[config.mk]
export PLATFORM = sky130hd
export DESIGN_NAME = dest_pipe_tracker
export DESIGN_NICKNAME = d
export VERILOG_FILES = /design/src/rtl/dest_pipe_tracker.sv
export SDC_FILE = /design/constraint.sdc
export NUM_CORES = 1
export LEC_CHECK = 0
export ABC_AREA = 1
export CORE_UTILIZATION = 43
export DETAILED_ROUTE_END_ITERATION = 10
export PLACE_DENSITY = 0.91
export SYNTH_ARGS = -nofsm -noshare
export SYNTH_HDL_FRONTEND = slang
export SYNTH_SLANG_ARGS = --single-unit
[constraint.sdc]
create_clock -name clk -period 2.92 [get_ports clk]
set_input_delay 0.584 -clock clk [delete_from_list [all_inputs] [get_ports clk]]
set_output_delay 0.584 -clock clk [all_outputs]
set_load 0.02 [all_outputs]
[src/rtl/dest_pipe_tracker.sv]
// Destination-register scoreboard for a 5-stage pipeline: tracks EXE/MEM/WB
// destination tags and write enables, and summarises them as a pending mask and count.
module dest_pipe_tracker #(
    parameter int unsigned NUM_REGS = 16,
    parameter int unsigned TAG_W    = 4
) (
    input  logic                clk,
    input  logic                rst,
    input  logic [TAG_W-1:0]    id_dest,
    input  logic                id_wb_en,
    input  logic                id_valid,
    input  logic                hazard_detected,
    input  logic                branch_flush,
    input  logic                freeze,
    output logic [TAG_W-1:0]    Exe_Dest,
    output logic                Exe_WB_En,
    output logic [TAG_W-1:0]    Mem_Dest,
    output logic                Mem_WB_En,
    output logic [TAG_W-1:0]    Wb_Dest,
    output logic                Wb_WB_En,
    output logic [NUM_REGS-1:0] pending_mask,
    output logic [1:0]          inflight_cnt
);

    typedef struct packed {
        logic [TAG_W-1:0] dest;
        logic             wb_en;
    } stage_t;

    stage_t exe_q, mem_q, wb_q;
    stage_t exe_d;
    logic   admit;

    // Non-writing or rejected instructions enter as a canonical {0,0} bubble.
    always_comb begin
        admit = id_valid & ~hazard_detected & ~branch_flush;
        exe_d = '0;
        if (admit && id_wb_en) begin
            exe_d.dest  = id_dest;
            exe_d.wb_en = 1'b1;
        end
    end

    always_ff @(posedge clk or posedge rst) begin
        if (rst) begin
            exe_q <= '0;
            mem_q <= '0;
            wb_q  <= '0;
        end else if (!freeze) begin
            wb_q  <= mem_q;
            mem_q <= exe_q;
            exe_q <= exe_d;
        end
    end

    assign Exe_Dest  = exe_q.dest;
    assign Exe_WB_En = exe_q.wb_en;
    assign Mem_Dest  = mem_q.dest;
    assign Mem_WB_En = mem_q.wb_en;
    assign Wb_Dest   = wb_q.dest;
    assign Wb_WB_En  = wb_q.wb_en;

    // Tags beyond NUM_REGS match no bit, so they are counted but never masked.
    always_comb begin
        pending_mask = '0;
        for (int unsigned r = 0; r < NUM_REGS; r++) begin
            pending_mask[r] = (exe_q.wb_en && (32'(exe_q.dest) == r))
                            | (mem_q.wb_en && (32'(mem_q.dest) == r))
                            | (wb_q.wb_en  && (32'(wb_q.dest)  == r));
        end
    end

    assign inflight_cnt = 2'(exe_q.wb_en) + 2'(mem_q.wb_en) + 2'(wb_q.wb_en);

endmodule

# --- Word level (Yosys, flattened, before mapping) ---
# Cells that the tools add are included.
classes:
  magnitude_cmp: 0
  eq_ne: 45
  n_addsub: 2
  div_mod_pow: 0
  shifts: 0
  n_reduce_logical: 52
  bitwise_logic: 36
  mul: 0
  n_mux: 1
ops:
  columns: ["op", "n"]
  rows:
  - ["equality test 4 bit (second input constant)", 24]
  - ["logical AND 1 bit", 49]
  - ["equality test 4 x 3 -> 1 bit (second input constant)", 12]
  - ["bitwise OR 1 bit", 32]
  - ["equality test 4 x 2 -> 1 bit (second input constant)", 6]
  - ["equality test 4 x 1 -> 1 bit (second input constant)", 3]
  - ["zero test 4 bit", 3]
  - ["two-way mux 5 bit", 1]
  - ["adder 1 x 1 -> 2 bit", 1]
  - ["adder 2 x 1 -> 2 bit", 1]
  - ["bitwise AND 1 bit", 2]
  - ["NOT 1 bit", 2]
word_totals:
  memories: 0
  out_inout_bits: 33
  ram_bits: 0
  ff_bits: 15
  inputBits: 11
  romBits: 0
  latchBits: 0
  elab_cells: 142

# --- Longest topological paths before layout ---
logic_depth:
  ltp_word: 5
  mapped_depth: 5
  depth_no_buf: 5

# --- Worst setup path after synthesis ---
# Ideal clock, no wire load.
synth_timing:
  path_kind: "register to output"
  startpoint: "reg exe_q, in the netlist Exe_WB_En"
  endpoint: "out inflight_cnt[0]"
  t_required_ps: 2336
  stages_incl_launch_ff: 2
  path_buffers: 0
  arrival_ps: 1151
  setup_slack_ps: 1185
  path_cell_list: "dfrtp_1 -> fa_1"
synth_via:
  elab_chain_len: 2
synth_rtl:
  columns: ["element", "line_no", "text"]
  rows:
  - ["start, declared", "30", "stage_t exe_q, mem_q, wb_q;"]
  - ["start signal, assigned", "46", "exe_q <= '0;"]
  - ["start signal, assigned", "52", "exe_q <= exe_d;"]
  - ["adder 1 x 1 -> 2 bit", "73", "assign inflight_cnt = 2'(exe_q.wb_en) + 2'(mem_q.wb_en) + 2'(wb_q.wb_en);"]
  - ["adder 2 x 1 -> 2 bit", "73", null]
  - ["end, declared", "22", "output logic [1:0] inflight_cnt"]
# Every way passes these cells.

# --- Worst setup path after layout ---
layout_timing:
  startpoint: "reg wb_q, in the netlist Wb_WB_En"
  endpoint: "out inflight_cnt[0]"
layout_via:
  elab_chain_len: 1
layout_rtl:
  columns: ["element", "line_no", "text"]
  rows:
  - ["start, declared", "30", null]
  - ["start signal, assigned", "50", "wb_q <= mem_q;"]
  - ["adder 2 x 1 -> 2 bit", "73", null]
# Every way passes these cells.

==> metrics.md <==
| Metric | Value |
|---|---|
| Final period utilization | between 80% and 90% |
| Nets | 223 |
| CP required | 2340 ps |
| Row count | 18 |
| CP delay by family, top | buffers and inverters |
| Routability cong. | 0.892 |
| Most common cell after layout, fill and taps aside | nand2_1 |
| Vias | 1,267 |
| Rel. slew slack | between 40% and 50% |
| Crit-path max cell delay | ~600 ps |
| WHS Endpoint | Exe_Dest[1]$_DFFE_PP0N_ |
| Final hold vios | 0 |
| WL final | 3060 um |
| CTS Root Cell | clkbuf_4 |
| Vias in the first global route | 1,236 |
| Worst Reg-to-Reg Cells | 2 |
| Slowest-stage cell, CP | clkdlybuf4s50_1 |
| CP Buf/Inv Count | 1 |
| CTS clk-pin slew, worst paths | 90 ps |
| Antenna diodes | 0 |
| Syn avg cell area | 6.66 um^2 |
| Leakage | 0.704 nW |
| Initial antenna violation count | 0 |
| Crit path cell chain | fa_1 -> clkdlybuf4s50_1 |
| Initial drt markers | just over 80 |
| Die Ht | 53.0 um |
| Final Skew | 7.56 ps |
| Crit path kind | flip-flop to output port |
| Clock Tree Buf Depth | 2 |
| Worst hold start | Exe_Dest[1]$_DFFE_PP0N_ |
| Startpoint Class | flip-flop |
| YS warnings | 0 |
| Most frequent cells in the layout | 47 x nand2_1, 44 x nand3_1, 43 x clkdlybuf4s50_1 |
| Flop2flop setup slack | a little under 2000 ps |
| Fmax | 387 MHz |
| Largest net degree at the start of global routing | 25 |
| Post-layout util | 63.4% |
| Synth cell types | 16 |
| Worst reg2reg path startpoint | Mem_WB_En$_DFFE_PP0N_ |
| Final non-filler cell total | 240 |
| Total Routing Usage GR | 25.1% |
| # setup viols final | 0 |
| Final Power | 0.000491 W |
| Io pins | 44 |
| Flops & latches, synth | 15 |
| Post-DRT Antenna Nets | 0 |
| Crit path DAT | 2000 ps |
| Final slew viol count | 0 |
| Routed WL per cell | 12.7 um |
| Reg2reg end | Mem_WB_En$_DFFE_PP0N_ |
| Post-CTS resize count | 0 |
| Post-Syn Area | 1120 um^2 |
| Status | finished clean |
| CTS Hold Bufs | 0 |
| HP Class | flip-flop to flip-flop |
| Crit end category | output port |
| Postcts setup bufs | 0 |
| Area of the core | 2480 um^2 |
| Placed Instances | 236 |
| Register area share after synthesis | 33.6% |
| Multi-input gate area | 629 um^2 |
| Total grt overflow | 0 |
| MaxCap Viol Count | 0 |
| Register area | between 300 and 400 um^2 |
| Worst-margin pin slew | about 840 ps |
| TritonCTS Buffers | 3 |
| Via density | around 5.3 |
| Fillers | 237 |
| Final setup TNS | 0 ps |
| Clk Latency, worst-skew pair | 290 ps |
| Synth Instances | between 150 and 200 |
| CTS tree | built |
| Post-route DRC | 0 |
| DR pass1 iterations | 4 |
| Hold Path Depth | 2 |
| First-pass GRT wire length | 5160 um |
| Die Area | 2810 um^2 |
| Tmin final | approximately 2600 ps |
| Share of cells above drive strength 1 | 13.8% |
| Hpwl dp | between 2000 and 2500 um |
| RSZ-0062 raised after global routing | false |
| H-tree depth | 1 |
| Die Width | 53.0 um |
| Syn Nets | between 150 and 200 |
| Area delta synth->final | 40.4% |
| Initial Util | 45.2% |
| Worst IR Drop VDD | around 0.2 mV |
| IO buf count | 43 |
| Worst-path maximum fanout | 12 |
| Power density cells | 313 nW/um^2 |
| Sink Count | 15 |
[cells by family after synthesis]
logic type | synth area share [%]
AO/OA/AOI/OAI | 4.47
flip-flops | 33.6
buffers and inverters | 10.2
AND/OR/NAND/NOR | 50.0
adder cells (fa/ha/maj) | 1.79
[how the worst max path moves through the flow]
stage                     slack (ps)                to                   from  depth (start not counted)
final                            330   inflight_cnt[0]   Wb_WB_En$_DFFE_PP0N_                          2
after global routing             200  pending_mask[12]  Exe_WB_En$_DFFE_PP0N_                          5
after CTS                        330   inflight_cnt[0]  Exe_WB_En$_DFFE_PP0N_                          2
after detailed placement         640   inflight_cnt[0]  Exe_WB_En$_DFFE_PP0N_                          2
after global placement           660   inflight_cnt[0]  Exe_WB_En$_DFFE_PP0N_                          2
after floorplan                 1180   inflight_cnt[0]  Exe_WB_En$_DFFE_PP0N_                          1
[cell usage after synthesis (all sizes together)]
cell type / n / area (um^2)
nand2: 50 / 205
nand3: 44 / 220
nor2: 25 / 134
inv: 17 / 63.8
dfrtp: 15 / 375
o21ai: 8 / 40.0
buf: 6 / 50.0
a21oi: 2 / 10.0
fa: 1 / 20.0
[per-stage QoR]
stage	instance area (um^2)	hold WS [ps]	setup WS (ps)
floorplan	1120	485	1180
global placement	1540	569	659
detailed placement	1540	585	644
CTS	1570	607	330
global route	1570	652	197
finish	1570	603	335
[tightest hold or removal path, stage by stage, from the launching register on]
cell,delay (ps)
dfrtp_1,440
nand2_1,70
nand2_1,60
[final cells by class]
cell class,instances,area share [%]
Clock buffer,4,1.67
Multi-Input combinational cell,130,40.1
Sequential cell,15,23.9
Timing Repair Buffer,44,27.9
Tap cell,30,2.39
Inverter,17,4.06
[power by group]
| group | switching, W | total [W] | internal [W] |
|---|---|---|---|
| registers | 0.0000243 | 0.000241 | 0.000217 |
| clock network | 0.0000673 | 0.000120 | 0.0000532 |
| logic | 0.0000715 | 0.000130 | 0.0000586 |
[layer usage]
layer	track usage, %	part of all wire (%)	vias up	routed length [um]
met3	6.03	6.6	8	201
met1	28.4	40	574	1210
li1	-	-	625	-
met5	0	0	-	0
met2	45.8	52	60	1600
met4	7.46	1.5	0	45
[flip-flops by register name, indices dropped and copies added, names as in the netlist]
| name | cells |
|---|---|
| Mem_WB_En | 1 |
| Wb_WB_En | 1 |
| Exe_WB_En | 1 |
| Exe_Dest | 4 |
| Mem_Dest | 4 |
| Wb_Dest | 4 |
Power figures use the tool's default switching activity.
